## config.mk

```make
export PLATFORM = sky130hd
export DESIGN_NAME = array_scan_table
export DESIGN_NICKNAME = d
export VERILOG_FILES = /design/src/rtl/array_scan_table.sv
export SDC_FILE = /design/constraint.sdc
export NUM_CORES = 1
export LEC_CHECK = 0
export ABC_AREA = 1
export CAP_MARGIN = 40
export CORE_MARGIN = 2
export CORE_UTILIZATION = 49
export DETAILED_ROUTE_END_ITERATION = 8
export MAX_ROUTING_LAYER = met4
export PLACE_DENSITY = 0.77
export SYNTH_ARGS = -nofsm -noshare
export SYNTH_HDL_FRONTEND = slang
export SYNTH_SLANG_ARGS = --single-unit
```

## constraint.sdc

```tcl
create_clock -name clk -period 2.71 [get_ports clk]
set_input_delay 0.4065 -clock clk [delete_from_list [all_inputs] [get_ports clk]]
set_output_delay 0.4065 -clock clk [all_outputs]
set_load 0.005 [all_outputs]
```

## src/rtl/array_scan_table.sv

```systemverilog
// array_scan_table: register-array table that fills itself with an arithmetic
// sequence after reset, then serves single reads, writes and an
// auto-incrementing scan from a start index up to the last entry.
//
// Ports:
//   clk        in   clock, rising edge
//   reset      in   asynchronous active-high reset
//   ready      out  high once the fill is complete
//   rd_en      in   single-read request (IDLE only)
//   rd_index   in   read index (clamped to DEPTH-1)
//   wr_en      in   write request (IDLE or SCAN)
//   wr_index   in   write index (out of range -> rejected)
//   wr_data    in   write data
//   wr_err     out  one-cycle pulse: write rejected
//   scan_start in   start a scan (IDLE only, wins over rd_en)
//   scan_index in   first scan index (clamped to DEPTH-1)
//   scan_busy  out  scan in progress
//   out_valid  out  out_data valid this cycle
//   out_data   out  read or scan data
//   out_oob    out  requested index was >= DEPTH, data clamped
module array_scan_table #(
  parameter int unsigned WIDTH     = 32,
  parameter int unsigned DEPTH     = 4,
  parameter int unsigned INDEX_W   = 32,
  parameter int unsigned INIT_BASE = 1,
  parameter int unsigned INIT_STEP = 2
) (
  input  logic               clk,
  input  logic               reset,
  output logic               ready,
  input  logic               rd_en,
  input  logic [INDEX_W-1:0] rd_index,
  input  logic               wr_en,
  input  logic [INDEX_W-1:0] wr_index,
  input  logic [WIDTH-1:0]   wr_data,
  output logic               wr_err,
  input  logic               scan_start,
  input  logic [INDEX_W-1:0] scan_index,
  output logic               scan_busy,
  output logic               out_valid,
  output logic [WIDTH-1:0]   out_data,
  output logic               out_oob
);

  localparam int unsigned AW = (DEPTH > 1) ? $clog2(DEPTH) : 1;
  // Scan pointer needs one extra code to mark "past the last entry".
  localparam int unsigned PW = $clog2(DEPTH + 1);
  localparam logic [INDEX_W:0] DEPTH_X = (INDEX_W + 1)'(DEPTH);

  typedef enum logic [1:0] {
    S_INIT,
    S_IDLE,
    S_SCAN
  } state_t;

  state_t           state;
  logic [WIDTH-1:0] mem [DEPTH];
  logic [AW-1:0]    cnt;
  logic [PW-1:0]    ptr;
  logic [WIDTH-1:0] init_val;
  logic             wr_ok;

  // Unsigned full-width range check.
  function automatic logic is_oob(input logic [INDEX_W-1:0] idx);
    return {1'b0, idx} >= DEPTH_X;
  endfunction

  function automatic logic [AW-1:0] clamp(input logic [INDEX_W-1:0] idx);
    return is_oob(idx) ? AW'(DEPTH - 1) : AW'(idx);
  endfunction

  assign init_val = WIDTH'(INIT_BASE) + WIDTH'(cnt) * WIDTH'(INIT_STEP);
  assign wr_ok    = wr_en && (state != S_INIT) && !is_oob(wr_index);

  // Storage: fill during INIT, user writes afterwards (reads see old value).
  always_ff @(posedge clk) begin
    if (state == S_INIT) begin
      mem[cnt] <= init_val;
    end else if (wr_ok) begin
      mem[AW'(wr_index)] <= wr_data;
    end
  end

  // Control FSM with registered outputs.
  always_ff @(posedge clk or posedge reset) begin
    if (reset) begin
      state     <= S_INIT;
      cnt       <= '0;
      ptr       <= '0;
      ready     <= 1'b0;
      scan_busy <= 1'b0;
      out_valid <= 1'b0;
      out_oob   <= 1'b0;
      out_data  <= '0;
      wr_err    <= 1'b0;
    end else begin
      out_valid <= 1'b0;
      out_oob   <= 1'b0;
      wr_err    <= wr_en && (state != S_INIT) && is_oob(wr_index);
      case (state)
        S_INIT: begin
          cnt <= cnt + AW'(1);
          if (cnt == AW'(DEPTH - 1)) begin
            state <= S_IDLE;
            ready <= 1'b1;
          end
        end
        S_IDLE: begin
          if (scan_start) begin
            // First beat leaves together with the start; an out-of-range
            // start emits a single clamped beat and never enters SCAN.
            out_valid <= 1'b1;
            out_data  <= mem[clamp(scan_index)];
            if (is_oob(scan_index)) begin
              out_oob <= 1'b1;
            end else begin
              state     <= S_SCAN;
              scan_busy <= 1'b1;
              ptr       <= PW'(clamp(scan_index)) + PW'(1);
            end
          end else if (rd_en) begin
            out_valid <= 1'b1;
            out_data  <= mem[clamp(rd_index)];
            out_oob   <= is_oob(rd_index);
          end
        end
        S_SCAN: begin
          if (ptr == PW'(DEPTH)) begin
            state     <= S_IDLE;
            scan_busy <= 1'b0;
          end else begin
            out_valid <= 1'b1;
            out_data  <= mem[AW'(ptr)];
            ptr       <= ptr + PW'(1);
          end
        end
        default: state <= S_INIT;
      endcase
    end
  end

endmodule

```

==> summary.md <==
| Metric | Value |
|---|---|
| ANT nets after route | `0` |
| Final worst slack | `~0.39 ns` |
| Worst Setup End Kind | `flip-flop` |
| Vias per cell | `5.44` |
| Vias | `10500` |
| Routed Wire Length | `31100 µm` |
| Top cells by area, synth | `edfxtp_1 36%, nand2_1 15%, nand3_1 11%` |
| Crit Path Class | `in2reg` |
| Initial DRC count | `1154` |
| Number of sinks on the clock net | `172` |
| PD cells | `446 nW/µm²` |
| CP Launch Type | `input port` |
| Slew HR | `a little over half` |
| Sequential group share of total power | `48.4%` |
| Number of diodes | `0` |
| #FFs+latches synth | `~170` |
| TNS Setup | `0 ns` |
| Multi-input logic area | `between 4000 and 5000 µm²` |
| Critical path's largest stage delay | `0.39 ns` |
| Most instantiated cells after synthesis | `424 x nand2_1, 229 x nand3_1, 218 x nor2_1` |
| CP arrival | `2.46 ns` |
| Top-count cell post-synth | `nand2_1` |
| Largest net degree at the start of global routing | `66` |
| Core Area | `21100 µm²` |
| Fin. Hold Viols | `0` |
| I/O pin cnt | `170` |
| Int Power | `4.61 mW` |
| WP data required | `2.84 ns` |
| Drt pass-1 iters | `8` |
| Gate Count Post-Synth | `1491` |
| Root Buffer | `clkbuf_16` |
| Switching share of power | `approximately 22%` |
| Dpl hpwl | `19400 µm` |
| Final Setup Violations | `0` |
| Die Y | `151 µm` |
| Met3 Use GR | `under 10%` |
| Worst Max-Slew Pin Slew | `a little over 0.7 ns` |
| Combinational group share of total power | `9.7%` |
| CP Cell Sequence | `clkdlybuf4s50_1 > or2_2 > nor3_1 > nand3_1 > nor2_1 > nand3_2 > nand2_1 > o21ai_1 > buf_4 > nor2_2 > buf_12` |
| Sequential fraction of the synthesis area | `46.8%` |
| Remaining DRCs | `0` |
| Clock network fraction of design power | `between 40% and 50%` |
| Post-synth ARST share | `25.6%` |
| Yosys top cell by area | `edfxtp_1` |
| Crit-path max FO | `25` |
| Yosys warning count | `0` |
| Max-cap viol count | `0` |
| Worst skew pair latency | `0.44 ns` |
| WP buf/inv | `3` |
| Global-route wire length before repair | `49300 µm` |
| Gpl congestion | `0.819` |
| Top cell type's share of synthesized area | `about 36%` |
| Antenna violations before repair | `0` |
| Final Total Pwr | `5.93 mW` |
| Worst vdd ir | `0.385 mV` |
| Layout net count | `1773` |
| EDFF count, synth | `128` |
| Post-CTS Hold Buffers | `0` |
| Final critical-path required period | `2.32 ns` |
| Post-CTS Setup Bufs | `0` |
| # rows | `53` |
| Routed len/inst | `16.2 µm` |
| PostCTS Resize Cnt | `0` |
| Dpl cells | `between 1500 and 2000` |
| Overall routing resource usage | `28.8%` |
| F_max | `430 MHz` |
| RSZ-0062 raised after global routing | `false` |
| Leakage power | `approximately 6.6 nW` |
| Synth cell types | `29` |
| Register area | `4940 µm²` |
| Critical path's top delay family | `simple AND/OR/NAND/NOR gates` |
| Dpl cell area | `12700 µm²` |
| Fin. max-slew vios | `0` |
| Hold Path Class | `in2async` |
| CTS buffer count | `17` |
| Clock slew at the register clock pins of the worst setup and hold paths | `roughly 0.070 ns` |
| DIE AREA | `22800 µm²` |
| Met2 Usage GRT | `between 40% and 50%` |
| P_sw | `1.33 mW` |
| Vias in the first global route | `10000` |
| Area delta synth->final | `25.7%` |
| Finished Layout Cells | `1923` |
| Pre-CTS setup slack | `-0.0748 ns` |
| Setup Skew | `0.00693 ns` |
| Final Cell Area | `13300 µm²` |
| Share of layout cells above drive strength 1 | `between 5 and 6%` |
| Fin Hold WS | `0.314 ns` |
| Top_reg_cell synth | `edfxtp_1` |
| CTS tree | `done` |
| Period utilisation layout | `between 80% and 90%` |
| Cell Area, Synth | `roughly 11000 µm²` |
| Grt peak-use layer | `met2` |
| Clk buf depth | `2` |
| Total number of H-tree levels | `4` |
| Synth Area per Inst | `7.09 µm²` |
| Status | `finished, final reports clean` |
| Slowest cell on crit path | `clkdlybuf4s50_1` |
| FILL cells | `1860` |
| Syn nets | `1629` |
| Gr ovfl total | `0` |
| Fin util | `63.0%` |
| Buffers on Ports | `169` |
| Die extent in x | `between 150 and 200 µm` |
| Starting Density | `between 50% and 60%` |
| Global Route met1 Usage | `between 30% and 40%` |
routing by layer:
layer | part of all wire [%] | vias up
met4 | 3.8 | 0
met3 | 11 | 106
li1 | - | 5032
met2 | 47 | 649
met5 | 0 | -
met1 | 38 | 4682
placed cells by master, fill, tap and decap left out, types with 3 or more instances in the layout:
cell type / instances
nor2_1: 214
clkdlybuf4s50_1: 169
clkinv_1: 3
o21ai_1: 3
nand2_1: 423
clkbuf_16: 17
edfxtp_1: 128
nor2_2: 4
nor3_1: 3
inv_1: 182
buf_4: 36
clkbuf_8: 3
dfrtp_1: 44
o21ai_0: 74
clkinvlp_4: 4
a21oi_1: 69
buf_12: 10
nand3_1: 228
ha_1: 5
sequential cells by signal (all words and copies together), names as in the netlist:
signal	count
ready	1
wr_err	1
ptr	3
out_oob	1
state	2
mem	128
cnt	2
scan_busy	1
out_valid	1
out_data	32
power by group through the flow:
stage | Combinational (mW) | Clock, mW | Sequential (mW)
floorplan | 0.215 | 0 | 2.93
global route | 0.632 | 2.63 | 2.87
finish | 0.574 | 2.49 | 2.87
detailed placement | 0.570 | 0 | 2.93
global placement | 0.559 | 0 | 2.92
CTS | 0.574 | 2.51 | 2.87
cells by family (layout without fill, tap and decap cells):
| family | count (synthesis) | after routing | share of synthesized area, % |
|---|---|---|---|
| AO/OA/AOI/OAI | 149 | 149 | 7.12 |
| XOR/XNOR | 2 | 2 | 0.166 |
| adder cells (fa/ha/maj) | 5 | 5 | 0.592 |
| buffers and inverters | 276 | 433 | 10.5 |
| flip-flops | 172 | 172 | 46.8 |
| AND/OR/NAND/NOR | 887 | 887 | 34.8 |
worst register-to-register path: cells and delay by family, from the launching register on:
family        cells  cell delay, ns
fa+ha+maj         1            0.21
simple gates      4            0.60
buf+inv           4            0.82
flops             1            0.38
layout make-up:
type | instances | share of cell area, %
multi-input cells | 1043 | 34.1
clock buffers | 21 | 3.54
clock inverters | 11 | 1.01
flip-flops and latches | 172 | 37.2
repair buffers | 215 | 16.3
inverters | 186 | 5.25
well taps | 275 | 2.59
final timing paths:
path | from | to | slack, ns | cells past startpoint
worst max register to register | state[1]$_DFFE_PP0P_ | out_data[8]$_DFFE_PP0P_ | 0.60 | 9
worst max-delay path | wr_index[11] | mem[3][11]$_DFFE_PP_ | 0.39 | 11
worst min register to register | ready$_DFFE_PP0P_ | ready$_DFFE_PP0P_ | 0.46 | 1
min in group clk | ready$_DFFE_PP0P_ | ready$_DFFE_PP0P_ | 0.46 | 1
worst min-delay path | reset | out_data[25]$_DFFE_PP0P_ | 0.31 | 2
max in group asynchronous | reset | ptr[0]$_DFFE_PP0P_ | 1.82 | 3
(Power assumes the default switching activity.)
